<file path="config.mk">
export PLATFORM = sky130hd
export DESIGN_NAME = tt_um_my_processor
export DESIGN_NICKNAME = d
export VERILOG_FILES = /design/src/rtl/tt_um_my_processor.sv
export SDC_FILE = /design/constraint.sdc
export NUM_CORES = 1
export LEC_CHECK = 0
export BUFFER_PORTS_ARGS = -buffer_cell sky130_fd_sc_hd__clkbuf_2
export CELL_PAD_IN_SITES_DETAIL_PLACEMENT = 1
export CELL_PAD_IN_SITES_GLOBAL_PLACEMENT = 1
export CORE_AREA = 3 3 151 153
export DETAILED_ROUTE_END_ITERATION = 8
export DIE_AREA = 0 0 154 156
export GPL_ROUTABILITY_DRIVEN = 0
export PLACE_DENSITY = 0.77
export RECOVER_POWER = 100
export SETUP_SLACK_MARGIN = 0.1
export SLEW_MARGIN = 20
export SYNTH_ARGS = -nofsm -noshare
export SYNTH_HDL_FRONTEND = slang
export SYNTH_SLANG_ARGS = --single-unit
</file>
<file path="constraint.sdc">
create_clock -name clk -period 5.39 [get_ports clk]
set_clock_uncertainty 0.2 [all_clocks]
set_input_delay 1.617 -clock clk [delete_from_list [all_inputs] [get_ports clk]]
set_output_delay 1.617 -clock clk [all_outputs]
set_load 0.1 [all_outputs]
</file>
<file path="src/rtl/tt_um_my_processor.sv">
// 8-bit accumulator CPU tile: 16-byte serially loaded program memory.
// Define DEMO_ROM_EN to preload a counter demo program on every reset.
module tt_um_my_processor (
  input  logic       clk,
  input  logic       rst_n,
  input  logic       ena,
  input  logic [7:0] ui_in,
  input  logic [7:0] uio_in,
  output logic [7:0] uo_out,
  output logic [7:0] uio_out,
  output logic [7:0] uio_oe
);

  localparam logic [3:0] OP_NOP  = 4'h0;
  localparam logic [3:0] OP_LDI  = 4'h1;
  localparam logic [3:0] OP_LDH  = 4'h2;
  localparam logic [3:0] OP_ADDI = 4'h3;
  localparam logic [3:0] OP_ADD  = 4'h4;
  localparam logic [3:0] OP_SUB  = 4'h5;
  localparam logic [3:0] OP_AND  = 4'h6;
  localparam logic [3:0] OP_OR   = 4'h7;
  localparam logic [3:0] OP_XOR  = 4'h8;
  localparam logic [3:0] OP_MOV  = 4'h9;
  localparam logic [3:0] OP_LDR  = 4'hA;
  localparam logic [3:0] OP_IN   = 4'hB;
  localparam logic [3:0] OP_OUT  = 4'hC;
  localparam logic [3:0] OP_JMP  = 4'hD;
  localparam logic [3:0] OP_JZ   = 4'hE;
  localparam logic [3:0] OP_HLT  = 4'hF;

  // the port keeps its harness name but is an active-high reset
  logic rst;
  assign rst = rst_n;

  logic [3:0] pc;
  logic [7:0] acc;
  logic [7:0] rf [4];
  logic       z_q;
  logic       c_q;
  logic       halt;
  logic [7:0] out_q;
  logic [7:0] mem [16];

  logic       prog;
  logic [3:0] prog_addr;
  assign prog      = uio_in[7];
  assign prog_addr = uio_in[3:0];

  logic       unused_pins;
  assign unused_pins = &{1'b0, ena, uio_in[6:4]};

  logic [7:0] instr;
  logic [3:0] op;
  logic [3:0] k;
  logic [1:0] r;
  logic [7:0] rv;
  assign instr = mem[pc];
  assign op    = instr[7:4];
  assign k     = instr[3:0];
  assign r     = k[1:0];
  assign rv    = rf[r];

  logic [7:0] addend;
  logic [8:0] sum;
  logic [8:0] diff;
  assign addend = (op == OP_ADDI) ? {4'h0, k} : rv;
  assign sum    = {1'b0, acc} + {1'b0, addend};
  assign diff   = {1'b0, acc} - {1'b0, rv};

  logic [7:0] acc_n;
  logic [3:0] pc_n;
  logic       c_n;
  logic       z_n;
  logic       z_upd;
  logic       halt_n;
  logic [7:0] out_n;
  logic       rf_we;

  always_comb begin
    acc_n  = acc;
    pc_n   = pc + 4'd1;
    c_n    = c_q;
    z_upd  = 1'b0;
    halt_n = halt;
    out_n  = out_q;
    rf_we  = 1'b0;
    unique case (op)
      OP_NOP: ;
      OP_LDI: begin
        acc_n = {4'h0, k};
        z_upd = 1'b1;
      end
      OP_LDH: begin
        acc_n = {k, acc[3:0]};
        z_upd = 1'b1;
      end
      OP_ADDI, OP_ADD: begin
        acc_n = sum[7:0];
        c_n   = sum[8];
        z_upd = 1'b1;
      end
      OP_SUB: begin
        acc_n = diff[7:0];
        c_n   = diff[8];
        z_upd = 1'b1;
      end
      OP_AND: begin
        acc_n = acc & rv;
        z_upd = 1'b1;
      end
      OP_OR: begin
        acc_n = acc | rv;
        z_upd = 1'b1;
      end
      OP_XOR: begin
        acc_n = acc ^ rv;
        z_upd = 1'b1;
      end
      OP_MOV: rf_we = 1'b1;
      OP_LDR: begin
        acc_n = rv;
        z_upd = 1'b1;
      end
      OP_IN: begin
        acc_n = ui_in;
        z_upd = 1'b1;
      end
      OP_OUT: out_n = acc;
      OP_JMP: pc_n = k;
      OP_JZ:  pc_n = z_q ? k : pc + 4'd1;
      OP_HLT: halt_n = 1'b1;
      default: ;
    endcase
    z_n = z_upd ? (acc_n == 8'h00) : z_q;
  end

  always_ff @(posedge clk) begin
    if (rst) begin
      pc    <= 4'h0;
      acc   <= 8'h00;
      z_q   <= 1'b0;
      c_q   <= 1'b0;
      halt  <= 1'b0;
      out_q <= 8'h00;
      for (int i = 0; i < 4; i++) rf[i] <= 8'h00;
    end else if (prog) begin
      pc   <= 4'h0;
      halt <= 1'b0;
    end else if (!halt) begin
      pc    <= pc_n;
      acc   <= acc_n;
      z_q   <= z_n;
      c_q   <= c_n;
      halt  <= halt_n;
      out_q <= out_n;
      if (rf_we) rf[r] <= acc;
    end
  end

  // program memory is never cleared; only the demo build preloads it
  always_ff @(posedge clk) begin
    if (rst) begin
`ifdef DEMO_ROM_EN
      for (int i = 0; i < 16; i++) mem[i] <= 8'hF0;
      mem[0] <= 8'h10;
      mem[1] <= 8'hC0;
      mem[2] <= 8'h31;
      mem[3] <= 8'hD1;
`else
      ;
`endif
    end else if (prog) begin
      mem[prog_addr] <= ui_in;
    end
  end

  assign uo_out  = out_q;
  assign uio_out = 8'h00;
  assign uio_oe  = 8'h00;

endmodule

</file>
==> results of run 1 <==
## logic make-up (layout without fill, tap and decap cells)
kind of cell / Yosys count / after routing
AND/OR/NAND/NOR: 259 / 259
flip-flops: 186 / 186
AO/OA/AOI/OAI: 135 / 135
multiplexers: 94 / 94
buffers and inverters: 86 / 183
adder cells (fa/ha/maj): 26 / 26
XOR/XNOR: 6 / 6
other: 1 / 16
## cell type report
| type | count | area [um^2] |
|---|---|---|
| clock buffers | 17 | 425 |
| clock inverters | 14 | 136 |
| fillers | 2204 | 9950 |
| inverters | 29 | 109 |
| multi-input cells | 536 | 4420 |
| flip-flops and latches | 186 | 5340 |
| well taps | 280 | 350 |
| repair buffers | 123 | 958 |
## worst max-delay path, stage by stage, from the launching register on
cell       delay, ns
dfxtp_4         0.48
buf_12          0.17
mux2i_2         0.22
nand2_1         0.08
mux4_2          0.56
nor4_4          0.24
or2_4           0.21
nor2_2          0.05
a21oi_2         0.13
inv_1           0.08
ha_4            0.18
nor2_1          0.19
mux2_4          0.20
a21oi_2         0.03
ha_1            0.31
a21o_1          0.20
a21oi_2         0.14
nand3b_1        0.19
nand3_4         0.13
a211oi_4        0.30
a21oi_2         0.08
a2111oi_4       0.26
nand4bb_1       0.16
nor4_2          0.24
and4_1          0.22
a21o_1          0.10
## synth_stat cells (7+ instances only)
cell type  number
edfxtp_1      160
nor2_1         66
nand2_1        53
mux2i_1        48
and2_1         37
inv_1          27
nand3_1        27
o21ai_0        27
dfxtp_1        26
ha_1           25
nor3_1         24
a21oi_1        23
buf_4          20
mux4_2         20
mux2_2         18
clkbuf_1       15
buf_2          12
a22oi_1        11
mux4_1          8
nor2b_1         8
a21o_1          7
## registers in the layout (all words and copies together) (netlist names), named ones only
register	cells
mem	128
halt	1
uo_out	8
pc	4
z_q	1
acc	8
rf	32
## timing repair
item / 4_1_cts / 5_1_grt
endpoints found under the setup margin: 3 / 4
pin swaps: 9 / 33
setup buffers: 14 / 22
gates cloned: 1 / 2
resized for setup: 24 / 57
## metal layers
metal  global-route usage  vias to the layer above
li1                     -                     3186
met1                0.307                     3780
met2                0.399                      341
met3               0.0294                       81
met4               0.0887                        0
met5                    0                        -
## final timing paths
| check | from | end | slack, ns | cells past startpoint |
|---|---|---|---|---|
| hold / removal | uo_out[2] | uo_out[2] | 0.31 | 2 |
| setup reg to reg | flop | z_q | -0.08 | 25 |
| setup / recovery | flop | z_q | -0.08 | 25 |
| hold reg to reg | uo_out[2] | uo_out[2] | 0.31 | 2 |
## power groups by stage
stage | logic [mW] | registers [mW] | clock network (mW)
2_1_floorplan | 0.419 | 1.64 | 0
3_3_place_gp | 0.569 | 1.66 | 0
3_5_place_dp | 0.595 | 1.66 | 0
4_1_cts | 0.635 | 1.62 | 1.22
5_1_grt | 0.785 | 1.63 | 1.29
6_report | 0.740 | 1.63 | 1.23
## per-stage QoR
stage                     cell area (um^2)  power [mW]  utilization  worst slack [ns]
after floorplan                       9970        2.06            -             0.121
after global placement               10500        2.23        0.486            0.0280
after detailed placement             10500        2.25        0.486            -0.160
after CTS                            11400        3.48        0.524             0.118
after global routing                 11700        3.71        0.541            -0.255
final                                11700        3.60        0.541           -0.0753
## cells in the final DEF, fill, tap and decap left out, types with 7 or more instances in the layout
cell and instances:
mux2i_1 45, dfxtp_1 23, nand2_1 51, mux4_2 22
a21oi_1 17, o21ai_0 17, mux2_2 16, a22oi_1 11
nand3_1 22, nor2b_1 7, buf_4 81, and2_1 35
conb_1 16, inv_1 26, clkbuf_16 19, edfxtp_1 160
a21o_1 7, clkbuf_1 24, nor3_1 22, nor2_1 64
o21ai_1 8, ha_1 24
==> run_results.csv, run 1 <==
group,metric,value,unit
finish,stdcell_count,1185,
clocking,ctsHoldBuffers,0,
timing,maxSlewViolCount,0,
routing,route.final.wire_length,30400,um
place,dp.cells,1115,
synthesis,synth_cells,793,
synthesis,synth_edf_count,160,
critical_path,cp.arrival,5.66,ns
synthesis,netlist_top_cells_area,"edfxtp_1 49%, dfxtp_1 5.3%, mux2i_1 4.9%, mux4_2 4.5%, ha_1 3.2%",
finish,area_growth,18.5,%
critical_path,cp.required,5.58,ns
synthesis,synth_compound_area_frac,0.102,
clocking,numCtsBuffers,17,
routing,highest_layer,"met4",
synthesis,synth_top_family_by_area,"multiplexers",
clocking,clk_pin_slew,0.07,ns
critical_path,end_kind,"flop",
power_and_ir_drop,p_switching,1.11,mW
routing,vias_per_cell,6.23,
floorplanning,die_width,154,um
power_and_ir_drop,p_leak,4.17,nW
timing,whs,0.306,ns
timing,finalCriticalPeriod,5.47,ns
synthesis,synth-xor-area-share,0.00531,
global_route,grt_usage,0.234,
timing,fin_crit_sh,1.01,
timing,setup_ws,-0.0753,ns
power_and_ir_drop,p_clk_frac,0.342,
routing,detail_route.wl_per_cell,25.7,um
floorplanning,initial_core_util,0.457,
routing,drt-met1-wl,12400,um
global_route,grt_pass1_wl,43300,um
floorplanning,dieHeight,156,um
routing,dr.pass1.iters,5,
clocking,clock_sinks,186,
power_and_ir_drop,swShare,0.307,
power_and_ir_drop,internal_power,2.49,mW
clocking,cts_tree,"built",
synthesis,synth.area.mux_share,0.136,
critical_path,cp_max_fo,7,
synthesis,syn_area_per_cell,12.5,um^2
timing,worst_slew_pin_slew,1.17,ns
global_route,grt_pass1_vias,7565,
synthesis,yosysTopAreaCellShare,0.485,
power_and_ir_drop,pwr-share-comb,0.206,
timing,finalHoldViolCount,0,
floorplanning,core-area,21700,um^2
power_and_ir_drop,seqPwrFrac,0.452,
synthesis,yosysUniqueCellTypes,81,
synthesis,syn_area,9910,um^2
timing,fmax,183,MHz
synthesis,synth-async-reset-ratio,0,
routing,wl_met3,1890,um
finish,drive_above_1_share,0.264,
global_route,grt_max_degree,30,
routing,vias,7388,
status,failed_checks,"setup timing",
run,max_cap_violations,0,
status,status,"finished, violations left",
synthesis,yosys.area.top_type,"edfxtp_1",
clocking,clk_path_buf_depth,2,
floorplanning,die-area,24000,um^2
clocking,cts-root-buf,"clkbuf_16",
power_and_ir_drop,vdd_drop_max,232,uV
timing,finalSetupViolCount,1,
finish,nets,938,
routing,dr_wl_met2,15000,um
clocking,clk_latency,0.45,ns
power_and_ir_drop,power.density,307,nW/um^2
critical_path,critPathKind,"reg2reg",
timing,tns,-0.0753,ns
timing,maxSlewHeadroom,0.220,
routing,drtIter0Drc,824,
clocking,cts.htree.levels,4,
routing,drc,0,
synthesis,synthAdderAreaFrac,0.0336,
place,portBuffers,22,
min_path,min_path_type,"reg2reg",
synthesis,yosys_warnings,0,
critical_path,startpoint_type,"flop",
synthesis,ys_ff_latch,186,
floorplanning,std_cell_rows,54,
finish,antenna_cells,0,
synthesis,synthSimpleGateAreaFrac,0.135,
global_route,grt_overflow_total,0,
place,dpl.hpwl,19100,um
timing,rsz0062_at_grt,"yes",
routing,antenna_left,0,
synthesis,seq_area_frac_synth,0.538,
floorplanning,ioPinCount,43,
synthesis,ys.flop_type,"edfxtp_1",
global_route,grt_antenna_before_repair,0,
No activity file was read; power rests on OpenSTA's default activity.
==> run 2, diff against run 1 <==
Settings changed: CORE_AREA 3 3 151 153 to 3 3 144 146, DIE_AREA 0 0 154 156 to 0 0 147 149, PLACE_DENSITY 0.77 to 0.81.
Clock period 5.39 ns to 6.1 ns, I/O delays scaled along.
==> run 2 against run 1 <==
  * The run now ends clean
  * Sequential power down 12%
  * Cell count decreased by 6.7%
  * Hold slack got worse by 0.0029 ns
  * Clock power is 11% lower
  * Sequential share of layout area up 3.3 points
  * Non-clock buffer count shrank 65
  * Die area decreased by 8.8%
  * Setup slack better by 0.40 ns
  * Critical path depth fell by 5
  * Design area decreased by 6.8%
  * Core utilization increased by 1.9 points
==> run_results.csv, run 2 (synthesis results as in run 1) <==
group,metric,value,unit
timing,maxSlewViolCount,0,
timing,fmax,173,MHz
critical_path,cp.required,6.27,ns
finish,largest_reg_flops,128,
finish,largest_register,"mem",
timing,rsz0062_at_grt,"no",
clocking,clk_path_buf_depth,2,
global_route,grt_pass1_wl,41800,um
floorplanning,std_cell_rows,51,
floorplanning,die-area,21900,um^2
timing,finalSetupViolCount,0,
timing,worst_slew_pin_slew,1.19,ns
power_and_ir_drop,p_clk_frac,0.360,
power_and_ir_drop,power.density,279,nW/um^2
power_and_ir_drop,p_total,3.05,mW
floorplanning,die_width,147,um
routing,drtIter0Drc,644,
global_route,grt_pass1_vias,7335,
finish,antenna_cells,0,
timing,finalCriticalPeriod,5.77,ns
global_route,grt_antenna_before_repair,0,
place,placed_area,10300,um^2
routing,vias,6970,
finish,nets,873,
timing,finalHoldViolCount,0,
critical_path,critPathKind,"reg2reg",
finish,reg.largest.list,"mem: 128 flops, rf: 32 flops",
finish,mostFrequentLayoutCell,"edfxtp_1",
critical_path,startpoint_type,"flop",
floorplanning,ioPinCount,43,
min_path,min_path_type,"reg2reg",
clocking,cts_tree,"built",
power_and_ir_drop,p_leak,3.76,nW
clocking,cts-root-buf,"clkbuf_16",
critical_path,cp_max_fo,12,
run,max_cap_violations,0,
place,portBuffers,22,
power_and_ir_drop,pwr-share-comb,0.167,
finish,drive_above_1_share,0.161,
power_and_ir_drop,internal_power,2.14,mW
floorplanning,initial_core_util,0.507,
critical_path,endpoint,"z_q",
global_route,grt_max_degree,30,
finish,fin_area,10900,um^2
place,dpl.hpwl,19100,um
power_and_ir_drop,swShare,0.301,
routing,route.final.wire_length,27700,um
floorplanning,dieHeight,149,um
timing,maxSlewHeadroom,0.209,
critical_path,cp.arrival,5.94,ns
clocking,clk_latency,0.44,ns
critical_path,worst-r2r-setup-slack,0.33,ns
status,status,"finished clean",
global_route,grt_usage,0.252,
routing,drc,0,
power_and_ir_drop,vdd_drop_max,229,uV
finish,final_cell_mix,"160 x edfxtp_1, 66 x nor2_1, 53 x nand2_1",
routing,vias_per_cell,6.30,
finish,area_growth,10.4,%
timing,fin_crit_sh,0.946,
clocking,clk_pin_slew,0.07,ns
critical_path,crit-reg2reg-capture,"z_q",
timing,tns,0,ns
routing,antenna_left,0,
global_route,grt_overflow_total,0,
power_and_ir_drop,seqPwrFrac,0.472,
critical_path,end_kind,"flop",
clocking,ctsHoldBuffers,0,
clocking,clock_sinks,186,
critical_path,r2r_cells,20,
clocking,numCtsBuffers,17,
power_and_ir_drop,p_switching,918,uW
routing,dr.pass1.iters,5,
clocking,cts.htree.levels,4,
floorplanning,core-area,19500,um^2
routing,detail_route.wl_per_cell,25.0,um
run 2: changes by cell type in the layout (fill, tap and decap cells not counted), moves of 4 or more:
| cell | previous run | this run |
|---|---|---|
| a21oi_2 | 5 | 0 |
| o21ai_1 | 8 | 0 |
| and2_0 | 0 | 27 |
| a21oi_1 | 17 | 23 |
| and2_1 | 35 | 10 |
| o21ai_0 | 17 | 27 |
| buf_6 | 6 | 2 |
| buf_4 | 81 | 26 |
| nand3_1 | 22 | 27 |
run 2: routing by layer:
layer	vias to the layer above	wire length (um)	global-route usage
li1	3058	-	-
met1	3610	11400	0.324
met2	258	14100	0.435
met3	44	1590	0.0428
met4	0	606	0.0862
met5	-	0	0
run 2: cell type report:
type / instances / area, um^2
clock buffer: 17 / 425
clock inverter: 15 / 178
fill: 2021 / 8590
inverter: 29 / 109
multi-input combinational: 536 / 4190
sequential: 186 / 5340
tap: 265 / 332
timing repair buffer: 58 / 369
run 2: worst min path at each step:
stage	from	to	slack [ns]	cells past startpoint
detailed placement	uo_out[0]	uo_out[0]	0.29	2
floorplan	pc[3]	flop	0.30	2
finish	uo_out[0]	uo_out[0]	0.30	2
global placement	uo_out[2]	uo_out[2]	0.27	2
CTS	uo_out[6]	uo_out[6]	0.31	2
global route	uo_out[2]	uo_out[2]	0.34	2
run 2: metrics by stage:
step | worst slack, ns | hold slack, ns | std cells | utilization
after global placement | 0.235 | 0.274 | 1068 | 0.525
after global routing | 0.0613 | 0.336 | 1106 | 0.560
final | 0.330 | 0.303 | 1106 | 0.560
after CTS | 0.187 | 0.311 | 1100 | 0.556
after floorplan | 0.796 | 0.303 | 808 | -
after detailed placement | -0.0188 | 0.292 | 1068 | 0.525
run 2: repair_timing:
item / in CTS / in global routing
pin swaps: 0 / 0
setup endpoints to repair: 2 / 3
setup buffers: 0 / 6
resized for setup: 3 / 11
run 2: worst max-delay path: stages (launching register included):
cell and delay (ns):
dfxtp_4 0.50, buf_6 0.23, buf_4 0.20, mux4_1 0.57, mux2_1 0.38, mux2_1 0.50, nand2_1 0.20, nor3_1 0.12
mux2i_1 0.20, fa_1 0.43, a21o_1 0.19, a21oi_1 0.26, nand3b_1 0.16, nand3_1 0.18, a211oi_1 0.28, a21oi_1 0.10
a2111oi_4 0.27, nand4bb_1 0.16, nor4_2 0.17, and4_1 0.24, a21o_1 0.13
run 2: power by group through the flow:
| stage | combinational [mW] | clock, mW | sequential (mW) |
|---|---|---|---|
| after floorplan | 0.370 | 0 | 1.45 |
| after global placement | 0.468 | 0 | 1.47 |
| after detailed placement | 0.492 | 0 | 1.47 |
| after CTS | 0.498 | 1.11 | 1.44 |
| after global routing | 0.551 | 1.16 | 1.44 |
| final | 0.510 | 1.10 | 1.44 |
